<file path="src/rtl/wb_queue.sv">
// wb_queue: writeback queue between the execution units and the register file.
// Completed results (rd, data) are accepted on a valid/ready port, held in a
// circular buffer, and drained one per cycle onto the register-file write
// port unless wb_hold is high. Two lookup ports report whether a queued write
// targets a source index and return the youngest queued data for it.
//
// Optional build macro: WB_BYPASS_EN
//   When defined, a result arriving while the queue is empty and not held is
//   written straight through in the same cycle. A full queue also accepts a
//   new result when it is draining that cycle.
module wb_queue #(
  parameter int DEPTH = 4,
  parameter int PTR_W = 2
) (
  input  logic             clk,
  input  logic             rst_n,
  input  logic             in_valid,
  output logic             in_ready,
  input  logic [3:0]       in_rd,
  input  logic [15:0]      in_data,
  input  logic             wb_hold,
  output logic             reg_write,
  output logic [3:0]       rd,
  output logic [15:0]      rd_data,
  input  logic [3:0]       rs1,
  input  logic [3:0]       rs2,
  output logic             rs1_pend,
  output logic             rs2_pend,
  output logic [15:0]      rs1_fwd,
  output logic [15:0]      rs2_fwd,
  output logic [PTR_W:0]   count
);

  localparam logic [PTR_W:0]   FULL_CNT = (PTR_W+1)'(DEPTH);
  localparam logic [PTR_W:0]   CNT_ONE  = (PTR_W+1)'(1);
  localparam logic [PTR_W-1:0] PTR_ONE  = PTR_W'(1);

  // Entry storage, one register pair per slot.
  logic [3:0]       ent_rd_q   [DEPTH];
  logic [15:0]      ent_data_q [DEPTH];

  logic [PTR_W-1:0] head_q, head_d;
  logic [PTR_W-1:0] tail_q, tail_d;
  logic [PTR_W:0]   count_q, count_d;

  logic             full;
  logic             empty;
  logic             pop;
  logic             push;
  logic             store;
  logic             write_thru;

  // Per-slot liveness and lookup matches, and slot index ordered by age.
  logic [DEPTH-1:0] live;
  logic [DEPTH-1:0] match1;
  logic [DEPTH-1:0] match2;
  logic [PTR_W-1:0] age_slot [DEPTH];

  assign full  = (count_q == FULL_CNT);
  assign empty = (count_q == '0);
  assign pop   = !empty && !wb_hold;

`ifdef WB_BYPASS_EN
  // An empty, undelayed queue passes a real result straight to the port;
  // a full queue that drains this cycle frees the slot the push will take.
  assign write_thru = empty && !wb_hold && in_valid && (in_rd != 4'd0);
  assign in_ready   = !full || !wb_hold;
`else
  assign write_thru = 1'b0;
  assign in_ready   = !full;
`endif

  // Index 0 writes are accepted but dropped; write-through results are never stored.
  assign push  = in_valid && in_ready;
  assign store = push && (in_rd != 4'd0) && !write_thru;

  assign count = count_q;

  // Write port: head entry when draining, otherwise the write-through result.
  always_comb begin
    reg_write = pop || write_thru;
    rd        = 4'd0;
    rd_data   = 16'd0;
    if (pop) begin
      rd      = ent_rd_q[head_q];
      rd_data = ent_data_q[head_q];
    end else if (write_thru) begin
      rd      = in_rd;
      rd_data = in_data;
    end
  end

  // Pointer and occupancy next-state.
  always_comb begin
    head_d  = head_q;
    tail_d  = tail_q;
    count_d = count_q;
    if (pop) begin
      head_d = head_q + PTR_ONE;
    end
    if (store) begin
      tail_d = tail_q + PTR_ONE;
    end
    case ({store, pop})
      2'b10:   count_d = count_q + CNT_ONE;
      2'b01:   count_d = count_q - CNT_ONE;
      default: count_d = count_q;
    endcase
  end

  // Pointer and occupancy registers.
  always_ff @(posedge clk or negedge rst_n) begin
    if (!rst_n) begin
      head_q  <= '0;
      tail_q  <= '0;
      count_q <= '0;
    end else begin
      head_q  <= head_d;
      tail_q  <= tail_d;
      count_q <= count_d;
    end
  end

  genvar gi;
  generate
    for (gi = 0; gi < DEPTH; gi++) begin : g_slot
      localparam logic [PTR_W-1:0] SLOT = PTR_W'(gi);
      logic [PTR_W-1:0] age;

      // Distance from the head tells whether this slot currently holds data.
      assign age         = SLOT - head_q;
      assign live[gi]    = ({1'b0, age} < count_q);
      assign match1[gi]  = live[gi] && (ent_rd_q[gi] == rs1) && (rs1 != 4'd0);
      assign match2[gi]  = live[gi] && (ent_rd_q[gi] == rs2) && (rs2 != 4'd0);
      assign age_slot[gi] = head_q + SLOT;

      // Slot storage: written only when the tail points here.
      always_ff @(posedge clk or negedge rst_n) begin
        if (!rst_n) begin
          ent_rd_q[gi]   <= 4'd0;
          ent_data_q[gi] <= 16'd0;
        end else if (store && (tail_q == SLOT)) begin
          ent_rd_q[gi]   <= in_rd;
          ent_data_q[gi] <= in_data;
        end
      end
    end
  endgenerate

  // Lookup: walk oldest to youngest so the youngest match wins.
  always_comb begin
    rs1_pend = 1'b0;
    rs2_pend = 1'b0;
    rs1_fwd  = 16'd0;
    rs2_fwd  = 16'd0;
    for (int k = 0; k < DEPTH; k++) begin
      if (match1[age_slot[k]]) begin
        rs1_pend = 1'b1;
        rs1_fwd  = ent_data_q[age_slot[k]];
      end
      if (match2[age_slot[k]]) begin
        rs2_pend = 1'b1;
        rs2_fwd  = ent_data_q[age_slot[k]];
      end
    end
  end

endmodule

</file>
<file path="config.mk">
export PLATFORM = sky130hd
export DESIGN_NAME = wb_queue
export DESIGN_NICKNAME = d
export VERILOG_FILES = /design/src/rtl/wb_queue.sv
export SDC_FILE = /design/constraint.sdc
export NUM_CORES = 1
export LEC_CHECK = 0
export CELL_PAD_IN_SITES_DETAIL_PLACEMENT = 0
export CELL_PAD_IN_SITES_GLOBAL_PLACEMENT = 1
export CORE_AREA = 5 5 134 136
export CTS_BUF_LIST = sky130_fd_sc_hd__clkbuf_8
export DETAILED_ROUTE_END_ITERATION = 8
export DIE_AREA = 0 0 139 141
export PLACE_DENSITY = 0.79
export SLEW_MARGIN = 20
export SYNTH_ARGS = -nofsm -noshare
export SYNTH_HDL_FRONTEND = slang
export SYNTH_SLANG_ARGS = --single-unit
export TNS_END_PERCENT = 20
</file>
<file path="constraint.sdc">
create_clock -name clk -period 3.55 [get_ports clk]
set_input_delay 0.71 -clock clk [delete_from_list [all_inputs] [get_ports clk]]
set_output_delay 0.71 -clock clk [all_outputs]
set_load 0.1 [all_outputs]
</file>
==> qor.csv <==
metric;value;unit
clock sinks;87;
Root Driver;clkbuf_8;
Max Clock Skew;0.0115;ns
Avg WL per Cell;20.2;um
DR iter-0 viols;251;
Yosys cell types;47;
fmax;239;MHz
Seq cells post-synth;87;
Post-DP Area;9740;um^2
Final nets;863;
Post-synth EDFFs;0;
RSZ-0062 raised after global routing;yes;
top cell type's share of synthesized area;0.325;
WP data arrival;3.48;ns
ys flop type;dfrtp_1;
post-synth net total;704;
row cnt;48;
CTS max path bufs;2;
Ports;91;
FF+latch area;2190;um^2
area delta synth->final;55.7;%
Worst-path clk slew;0.09;ns
failing checks;setup timing;
Non-Filler Instances;1051;
fraction of layout cells with a size suffix above 1;0.494;
measured slew at the worst slew-check pin;0.962;ns
dominant cells by area after synthesis;dfrtp_1 32%, mux2_2 19%, a221oi_1 5.6%;
syn_area_per_cell;10.1;um^2
max-cap check violation count;0;
final setup vio count;32;
die width;139;um
final-report hold violation count;0;
CP required;2.84;ns
Yosys top cell by area;dfrtp_1;
HPWL after DPL;15.6;mm
total number of vias;6102;
initial core utilization;0.399;
worst relative slew slack;0.357;
Die Footprint;19600;um^2
commonest non-fill, non-tap cell in the layout;mux2_2;
Post-Place Worst Slack;-0.793;ns
port bufs;90;
initial antenna violation count;0;
startpoint types;primary input;
Core ar.;16800;um^2
cts bufs inserted;9;
Hold WC Path Type;primary input to asynchronous set/reset pin;
H-tree depth;3;
Clk Latency, worst-skew pair;0.38;ns
fillers;1303;
GRT Resource Usage Total;0.219;
status;complete, but fails checks;
Setup WS post-layout;-0.640;ns
hold_ws;0.381;ns
fraction of registers with async set/reset;1.00;
DRT Pass-1 Iters;5;
diode count;0;
post-synthesis sequential area ratio;0.325;
drt drc;0;
Ys Warns;0;
CTS tree;built;
routability cong.;0.932;
Vias/cell;5.81;
final period utilization;1.18;
final instance area;10400;um^2
DIE HEIGHT;141;um
worst-path fanout max;8;
vias in the first global route;6554;
Final min period;4.19;ns
pin count of the biggest net entering global routing;88;
area of the multi-input gates;5280;um^2
first-pass GRT wire length;34.7;mm
CP Capture Type;primary output;
critical path class;primary input to primary output;
fin. max-slew vios;0;
DRT Wirelength;21.2;mm
post-route ant nets;0;
most frequent cells in the layout;112 x mux2_2, 102 x buf_4, 82 x dfrtp_1;
gr ovfl total;0;
Cells after Synth;662;
cell total after placement;1033;
Post-Synthesis Cell Area;6700;um^2
cell usage after synthesis, types with 2 or more instances:
cell / count
inv_1: 9
o311ai_2: 2
or4_1: 4
buf_4: 2
o311ai_1: 2
a221oi_2: 20
a21oi_1: 34
nand3b_1: 4
mux2i_1: 32
nor2_1: 39
nor3_1: 9
buf_6: 5
dfrtp_1: 87
buf_2: 13
nor4_1: 6
mux4_2: 5
o41ai_1: 3
a31oi_2: 2
a221oi_1: 43
nor2b_1: 5
xor2_1: 2
nand4b_4: 2
nand2_1: 52
buf_1: 4
or4_4: 2
xnor2_1: 36
clkbuf_1: 31
nand4_1: 4
ha_1: 9
nand2b_1: 4
and2_1: 20
mux2_2: 112
nand3_1: 3
nand4b_1: 4
a22oi_1: 6
o21ai_0: 34
kinds of logic (layout without fill, tap and decap cells):
kind of cell | count (synthesis) | after routing | share of synthesized area
fa+ha+maj | 10 | 10 | 0.0198
flops | 87 | 87 | 0.325
xor+xnor | 38 | 38 | 0.0497
compound gates | 152 | 152 | 0.183
simple gates | 161 | 161 | 0.125
buf+inv | 65 | 229 | 0.0456
mux | 149 | 149 | 0.253
stage by stage:
stage	TNS (ns)	utilization
2_1_floorplan	-12.48	-
3_3_place_gp	-20.14	0.579
3_5_place_dp	-22.31	0.579
4_1_cts	-18.76	0.616
5_1_grt	-22.47	0.620
6_report	-18.72	0.620
path summary, 6_finish.rpt:
kind	startpoint	end	slack, ns	cells after the start
max	rs1[1]	rs1_fwd[10]	-0.64	11
min	rst_n	ent_data_q[28]$_DFFE_PN0P_	0.38	1
max reg2reg	count[1]$_DFFE_PN0P_	count[2]$_DFFE_PN0P_	1.38	10
min reg2reg	ent_data_q[12]$_DFFE_PN0P_	ent_data_q[12]$_DFFE_PN0P_	0.53	1
max in group asynchronous	rst_n	head_q[0]$_DFFE_PN0P_	2.53	1
min in group clk	ent_data_q[12]$_DFFE_PN0P_	ent_data_q[12]$_DFFE_PN0P_	0.53	1
routing by layer:
layer	share of wire	GRT usage	vias to the layer above	wire, um
met4	0.018	0.0639	0	380
met1	0.44	0.280	3046	9250
li1	-	-	2830	-
met3	0.046	0.0414	37	972
met5	0	0	-	0
met2	0.50	0.380	189	10600
flip-flops by register name (all words and copies together) (netlist names):
name        cells
ent_rd_q       16
tail_q          2
ent_data_q     64
count           3
head_q          2
timing repair:
| item | in CTS | in global routing |
|---|---|---|
| hold buffers | 0 | 0 |
| pin swaps | 18 | 6 |
| setup buffers | 2 | 0 |
| endpoints found under the setup margin | 33 | 41 |
| resized for setup | 48 | 14 |
critical path, cell delays in order:
cell             delay [ns]
clkdlybuf4s50_1        0.46
buf_4                  0.20
o41ai_4                0.33
buf_4                  0.18
nor4_1                 0.06
or4_4                  0.43
nand4b_4               0.35
buf_12                 0.26
a221oi_4               0.22
a221oi_4               0.07
buf_12                 0.21
area by class of cell:
class                           instances  area share
Timing Repair Buffer                  203       0.232
Tap cell                              225      0.0270
Clock inverter                          7     0.00923
Clock buffer                            9      0.0119
Sequential cell                        87       0.210
Multi-Input combinational cell        510       0.506
Inverter                               10     0.00360
Power is not shown: default switching activity piles up to over one toggle a cycle in this logic, so the estimate is an artifact.
